==> src/rtl/axi_lite_regfile.sv <==
// AXI4-Lite slave register file: register 0 is a read-only ID, registers 1..NUM_REGS-1 are byte-strobed R/W.
// Latency: read data one cycle after AR acceptance; write response one cycle after AW+W are both present.
// Backpressure: RVALID/BVALID hold until RREADY/BREADY; AW/W stall while a write response is pending.
module axi_lite_regfile #(
  parameter int          C_S_AXI_DATA_WIDTH = 32,
  parameter int          C_S_AXI_ADDR_WIDTH = 6,
  parameter int          NUM_REGS           = 8,
  parameter logic [31:0] ID_VALUE           = 32'hDCBA4321
) (
  input  logic                                 S_AXI_ACLK,
  input  logic                                 S_AXI_ARESETN,
  input  logic [C_S_AXI_ADDR_WIDTH-1:0]        S_AXI_AWADDR,
  input  logic                                 S_AXI_AWVALID,
  output logic                                 S_AXI_AWREADY,
  input  logic [C_S_AXI_DATA_WIDTH-1:0]        S_AXI_WDATA,
  input  logic [C_S_AXI_DATA_WIDTH/8-1:0]      S_AXI_WSTRB,
  input  logic                                 S_AXI_WVALID,
  output logic                                 S_AXI_WREADY,
  output logic [1:0]                           S_AXI_BRESP,
  output logic                                 S_AXI_BVALID,
  input  logic                                 S_AXI_BREADY,
  input  logic [C_S_AXI_ADDR_WIDTH-1:0]        S_AXI_ARADDR,
  input  logic                                 S_AXI_ARVALID,
  output logic                                 S_AXI_ARREADY,
  output logic [C_S_AXI_DATA_WIDTH-1:0]        S_AXI_RDATA,
  output logic [1:0]                           S_AXI_RRESP,
  output logic                                 S_AXI_RVALID,
  input  logic                                 S_AXI_RREADY,
  output logic [NUM_REGS*C_S_AXI_DATA_WIDTH-1:0] reg_out,
  output logic [NUM_REGS-1:0]                  wr_pulse
);

  localparam int DW       = C_S_AXI_DATA_WIDTH;
  localparam int SW       = DW / 8;
  localparam int AW       = C_S_AXI_ADDR_WIDTH;
  localparam int ADDR_LSB = $clog2(SW);

  localparam logic [AW-1:0] NUM_REGS_A = AW'(NUM_REGS);
  localparam logic [DW-1:0] ID_EXT     = DW'(ID_VALUE);
  localparam logic [1:0]    RESP_OKAY  = 2'b00;
  localparam logic [1:0]    RESP_SLV   = 2'b10;

  typedef enum logic {R_IDLE = 1'b0, R_DATA = 1'b1} rstate_t;

  // Register storage (register 0 is a constant and has no flops)
  logic [DW-1:0] r_regs [1:NUM_REGS-1];
  logic [DW-1:0] w_reg_val [NUM_REGS];

  // Ready gating: stays low until the first edge after reset release
  logic r_rst_done;

  // Read path state
  rstate_t       r_rstate;
  logic          r_rvalid;
  logic [DW-1:0] r_rdata;
  logic [1:0]    r_rresp;

  // Write path state
  logic          r_aw_held;
  logic [AW-1:0] r_awaddr;
  logic          r_w_held;
  logic [DW-1:0] r_wdata;
  logic [SW-1:0] r_wstrb;
  logic          r_bvalid;
  logic [1:0]    r_bresp;
  logic [NUM_REGS-1:0] r_wr_pulse;

  // Combinational helpers
  logic          w_arready;
  logic          w_awready;
  logic          w_wready;
  logic [AW-1:0] w_ar_idx;
  logic          w_ar_in_range;
  logic [DW-1:0] w_ar_data;
  logic          w_aw_hs;
  logic          w_w_hs;
  logic          w_commit;
  logic [AW-1:0] w_cm_addr;
  logic [DW-1:0] w_cm_data;
  logic [SW-1:0] w_cm_strb;
  logic [AW-1:0] w_cm_idx;
  logic          w_cm_ok;

  // Present the full register map as a uniform array, ID in slot 0
  always_comb begin
    w_reg_val[0] = ID_EXT;
    for (int i = 1; i < NUM_REGS; i++) begin
      w_reg_val[i] = r_regs[i];
    end
  end

  assign w_arready = r_rst_done && (r_rstate == R_IDLE);
  assign w_awready = r_rst_done && !r_aw_held && !r_bvalid;
  assign w_wready  = r_rst_done && !r_w_held && !r_bvalid;

  assign w_ar_idx      = S_AXI_ARADDR >> ADDR_LSB;
  assign w_ar_in_range = (w_ar_idx < NUM_REGS_A);

  // Read mux over the register map; out-of-range selects zero
  always_comb begin
    w_ar_data = '0;
    for (int i = 0; i < NUM_REGS; i++) begin
      if (w_ar_idx == AW'(i)) begin
        w_ar_data = w_reg_val[i];
      end
    end
  end

  // A commit uses whatever of address/data is held, or what handshakes this cycle
  assign w_aw_hs   = S_AXI_AWVALID && w_awready;
  assign w_w_hs    = S_AXI_WVALID && w_wready;
  assign w_commit  = (r_aw_held || w_aw_hs) && (r_w_held || w_w_hs);
  assign w_cm_addr = r_aw_held ? r_awaddr : S_AXI_AWADDR;
  assign w_cm_data = r_w_held ? r_wdata : S_AXI_WDATA;
  assign w_cm_strb = r_w_held ? r_wstrb : S_AXI_WSTRB;
  assign w_cm_idx  = w_cm_addr >> ADDR_LSB;
  assign w_cm_ok   = (w_cm_idx != '0) && (w_cm_idx < NUM_REGS_A);

  // Arm the ready outputs one edge after reset deasserts
  always_ff @(posedge S_AXI_ACLK or negedge S_AXI_ARESETN) begin
    if (!S_AXI_ARESETN) begin
      r_rst_done <= 1'b0;
    end else begin
      r_rst_done <= 1'b1;
    end
  end

  // Read FSM: accept in R_IDLE, hold registered response in R_DATA until taken
  always_ff @(posedge S_AXI_ACLK or negedge S_AXI_ARESETN) begin
    if (!S_AXI_ARESETN) begin
      r_rstate <= R_IDLE;
      r_rvalid <= 1'b0;
      r_rdata  <= '0;
      r_rresp  <= 2'b00;
    end else begin
      case (r_rstate)
        R_IDLE: begin
          if (S_AXI_ARVALID && w_arready) begin
            r_rstate <= R_DATA;
            r_rvalid <= 1'b1;
            r_rdata  <= w_ar_in_range ? w_ar_data : '0;
            r_rresp  <= w_ar_in_range ? RESP_OKAY : RESP_SLV;
          end
        end
        R_DATA: begin
          if (S_AXI_RREADY) begin
            r_rstate <= R_IDLE;
            r_rvalid <= 1'b0;
          end
        end
        default: begin
          r_rstate <= R_IDLE;
          r_rvalid <= 1'b0;
        end
      endcase
    end
  end

  // Capture address and data independently until both are available
  always_ff @(posedge S_AXI_ACLK or negedge S_AXI_ARESETN) begin
    if (!S_AXI_ARESETN) begin
      r_aw_held <= 1'b0;
      r_awaddr  <= '0;
      r_w_held  <= 1'b0;
      r_wdata   <= '0;
      r_wstrb   <= '0;
    end else if (w_commit) begin
      r_aw_held <= 1'b0;
      r_w_held  <= 1'b0;
    end else begin
      if (w_aw_hs) begin
        r_aw_held <= 1'b1;
        r_awaddr  <= S_AXI_AWADDR;
      end
      if (w_w_hs) begin
        r_w_held <= 1'b1;
        r_wdata  <= S_AXI_WDATA;
        r_wstrb  <= S_AXI_WSTRB;
      end
    end
  end

  // Write response and per-register write pulse
  always_ff @(posedge S_AXI_ACLK or negedge S_AXI_ARESETN) begin
    if (!S_AXI_ARESETN) begin
      r_bvalid   <= 1'b0;
      r_bresp    <= 2'b00;
      r_wr_pulse <= '0;
    end else begin
      r_wr_pulse <= '0;
      if (w_commit) begin
        r_bvalid <= 1'b1;
        r_bresp  <= w_cm_ok ? RESP_OKAY : RESP_SLV;
        for (int i = 1; i < NUM_REGS; i++) begin
          if (w_cm_ok && (w_cm_idx == AW'(i))) begin
            r_wr_pulse[i] <= 1'b1;
          end
        end
      end else if (r_bvalid && S_AXI_BREADY) begin
        r_bvalid <= 1'b0;
      end
    end
  end

  // Byte-strobed update of the writable registers on commit
  always_ff @(posedge S_AXI_ACLK or negedge S_AXI_ARESETN) begin
    if (!S_AXI_ARESETN) begin
      for (int i = 1; i < NUM_REGS; i++) begin
        r_regs[i] <= '0;
      end
    end else if (w_commit && w_cm_ok) begin
      for (int i = 1; i < NUM_REGS; i++) begin
        if (w_cm_idx == AW'(i)) begin
          for (int b = 0; b < SW; b++) begin
            if (w_cm_strb[b]) begin
              r_regs[i][8*b +: 8] <= w_cm_data[8*b +: 8];
            end
          end
        end
      end
    end
  end

  for (genvar g = 0; g < NUM_REGS; g++) begin : g_reg_out
    assign reg_out[g*DW +: DW] = w_reg_val[g];
  end

  assign S_AXI_ARREADY = w_arready;
  assign S_AXI_RVALID  = r_rvalid;
  assign S_AXI_RDATA   = r_rdata;
  assign S_AXI_RRESP   = r_rresp;
  assign S_AXI_AWREADY = w_awready;
  assign S_AXI_WREADY  = w_wready;
  assign S_AXI_BVALID  = r_bvalid;
  assign S_AXI_BRESP   = r_bresp;
  assign wr_pulse      = r_wr_pulse;

endmodule

==> config.mk <==
export PLATFORM = sky130hd
export DESIGN_NAME = axi_lite_regfile
export DESIGN_NICKNAME = d
export VERILOG_FILES = /design/src/rtl/axi_lite_regfile.sv
export SDC_FILE = /design/constraint.sdc
export NUM_CORES = 1
export LEC_CHECK = 0
export BUFFER_PORTS_ARGS = -buffer_cell sky130_fd_sc_hd__buf_4
export CAP_MARGIN = 30
export CORE_MARGIN = 2
export CORE_UTILIZATION = 25
export CTS_CLUSTER_SIZE = 25
export DETAILED_ROUTE_END_ITERATION = 10
export HOLD_SLACK_MARGIN = 0.06
export PLACE_DENSITY = 0.55
export SYNTH_ARGS = -nofsm -noshare
export SYNTH_HDL_FRONTEND = slang
export SYNTH_SLANG_ARGS = --single-unit
==> constraint.sdc <==
create_clock -name S_AXI_ACLK -period 6.6 [get_ports S_AXI_ACLK]
set_input_delay 0.99 -clock S_AXI_ACLK [delete_from_list [all_inputs] [get_ports S_AXI_ACLK]]
set_output_delay 0.99 -clock S_AXI_ACLK [all_outputs]
set_load 0.01 [all_outputs]
==> flow_metrics.tcl <==
set metrics [dict create \
    areaGrowthSynthToFinish_pct 30.77 \
    synth_warnings 0 \
    netlist.area_leader.share 0.5350 \
    grt_pass1_vias 10960 \
    cts_root_buffer "clkbuf_16" \
    yosys-top-cells-area "dfrtp_1 54%, mux2_2 24%, buf_4 1.8%" \
    setup_slack_ns 3.355 \
    crit_type "register to register" \
    finalCriticalPeriod_ns 3.245 \
    p_comb_frac 0.334 \
    viasPerCell 4.770 \
    p_int_mw 5.026 \
    coreArea_mm2 0.05759 \
    cts.path.max_buffers 3 \
    hold_slack_ns 0.4291 \
    cts_setup_buffers 0 \
    vias 10780 \
    drive_gt1_frac 0.5053 \
    grt_max_degree 161 \
    p_seq_frac 0.392 \
    placed_cells 2192 \
    place_ws_ns 2.877 \
    clock_power_share 0.274 \
    rsz0062_at_grt "no" \
    mostFrequentLayoutCell "buf_4" \
    required_ns 7.02 \
    hpwl_mm 36.72 \
    track_usage 0.1740 \
    peakVddDrop_mv 0.2099 \
    cts_tree "built" \
    firstDrtPassIters 5 \
    numCtsBuffers 38 \
    std_cell_rows 88 \
    worstPathMaxFanout 16 \
    p_sw_frac 0.3413 \
    slowest_delay_ns 0.92 \
    clkSinkCount 311 \
    io_pins 360 \
    synthArstFlopShare 1.000 \
    netlist_area_mm2 0.01455 \
    finalNonFillerCells 2261 \
    cellLeakagePower_nw 9.243 \
    relSlewSlack 0.2563 \
    drv_slew 0 \
    syn_inst 1149 \
    numPortBuffers 320 \
    synth_edf_count 0 \
    setup_viol 0 \
    wl_mm 53.65 \
    max_freq_mhz 308.2 \
    crit_chain "or3b_4 > a222oi_1 > nand4_2 > mux2_2" \
    antenna_left 0 \
    power_density_mw_per_mm2 401.1 \
    hold_buffers 0 \
    hold_violations 0 \
    fin_nets 1524 \
    clock_skew_ns 0.02047 \
    die-width_um 245.2 \
    grt_overflow 0 \
    nFillCells 5748 \
    critPathSlowestCell "a222oi_1" \
    power_mw 7.630 \
    status "complete, no violations" \
    cp.arrival_ns 3.67 \
    hp-class "input port to asynchronous set/reset pin" \
    ys_seq_elements 311 \
    dieArea_mm2 0.06013 \
    fp.dieH_um 245.2 \
    maxCapViolations 0 \
    post_drt_wl_per_cell_um 23.73 \
    gp_congestion 0.8073 \
    yosys.area.top_type "dfrtp_1" \
    worst-slew-pin-transition_ns 1.116 \
    seq_area_frac_synth 0.5350 \
    drc_errors 0 \
    start_kind "register" \
    antennaDiodeCount 0 \
    p_sw_mw 2.604 \
    final_cell_mix "333 x buf_4, 314 x mux2_2, 310 x dfrtp_1" \
    fin_crit_sh 0.4916 \
    drt_iter0_markers 605 \
    antenna_found_initial 1 \
    critPathCaptureType "register" \
    grt_pass1_wl_mm 76.74 \
    htree_levels 2 \
    syn_avg_cell_area_um2 12.66 \
    synth_cell_types 44 \
    synth_top_flop_cell "dfrtp_1" \
    start_util 0.2526 \
    clk_latency_ns 0.55 \
    final.setup.tns_ns 0 \
    post_cts_resize_count 0 \
    clk_pin_slew_ns 0.06 \
]
[kinds of logic (layout without fill, tap and decap cells)]
family | count (synthesis) | after routing | share of synthesized area
buffers and inverters | 118 | 431 | 0.04043
DFF | 311 | 311 | 0.5350
muxes | 342 | 342 | 0.2641
and+or+nand+nor | 201 | 201 | 0.07844
other | 2 | 36 | 0.0005163
AOI/OAI and AO/OA | 175 | 175 | 0.08145
[routing by layer]
layer  global-route usage  part of all wire  up-vias  routed length (um)
li1                     -                 -     4757                   -
met1               0.2339              0.44     5562               23710
met2               0.2739              0.46      390               24500
met3              0.04494             0.075       75                4012
met4              0.05273             0.027        0                1424
met5                    0                 0        -                   0
[synth_stat cells (all sizes together) (6+ instances only)]
master / n
a211oi: 6
a21oi: 33
a221oi: 17
a22o: 18
a31oi: 9
buf: 45
clkbuf: 54
dfrtp: 311
inv: 19
mux2: 335
mux2i: 7
nand2: 31
nand3b: 8
nand4: 8
nor2: 69
nor2b: 17
nor3: 47
o211ai: 9
o21ai: 26
o21bai: 10
o22ai: 25
o31ai: 15
[layout make-up]
cell class	instances	area, um2	area share
Inverter	19	71.32	0.003749
Multi-Input combinational cell	754	6312	0.3318
Clock buffer	52	1095	0.05755
Timing Repair Buffer	345	2666	0.1402
Tap cell	765	957.2	0.05032
Clock inverter	15	136.4	0.007170
Sequential cell	311	7784	0.4092
[flip-flops by register name (all words and copies together), names as in the netlist, 4 cells and up]
name	flops
r_wdata	32
r_awaddr	4
S_AXI_RDATA	32
wr_pulse	7
reg_out	224
r_wstrb	4
[power groups by stage]
stage,Sequential [mW],Clock [mW],Combinational (mW)
6_report,2.99,2.09,2.55
5_1_grt,3.07,2.23,2.74
4_1_cts,2.99,2.16,2.58
3_5_place_dp,3.02,0,2.57
3_3_place_gp,2.99,0,2.54
2_1_floorplan,3.08,0,1.15
[metrics by stage]
step | cell area, um2 | util
global route | 19020 | 0.3303
finish | 19020 | 0.3303
global placement | 17650 | 0.3065
CTS | 18980 | 0.3296
floorplan | 14670 | -
detailed placement | 17750 | 0.3082
[final timing paths]
path / slack (ns) / start / endpoint / cells after the start
hold reg to reg: 0.48 / S_AXI_RVALID / S_AXI_RVALID / 2
hold / removal: 0.43 / S_AXI_ARESETN / r_rstate / 1
setup reg to reg: 3.36 / r_aw_held / reg_out[178] / 4
setup / recovery: 3.36 / r_aw_held / reg_out[178] / 4
min in group S_AXI_ACLK: 0.48 / S_AXI_RVALID / S_AXI_RVALID / 2
max in group asynchronous: 4.75 / S_AXI_ARESETN / reg_out[78] / 2
[critical path, delay by kind of cell (launching register included)]
kind             cells  cell delay, ns
AND/OR/NAND/NOR      2            1.15
multiplexers         1            0.48
AO/OA/AOI/OAI        1            0.92
flip-flops           1            0.56
Note: power is estimated with default switching activity, not from simulation.
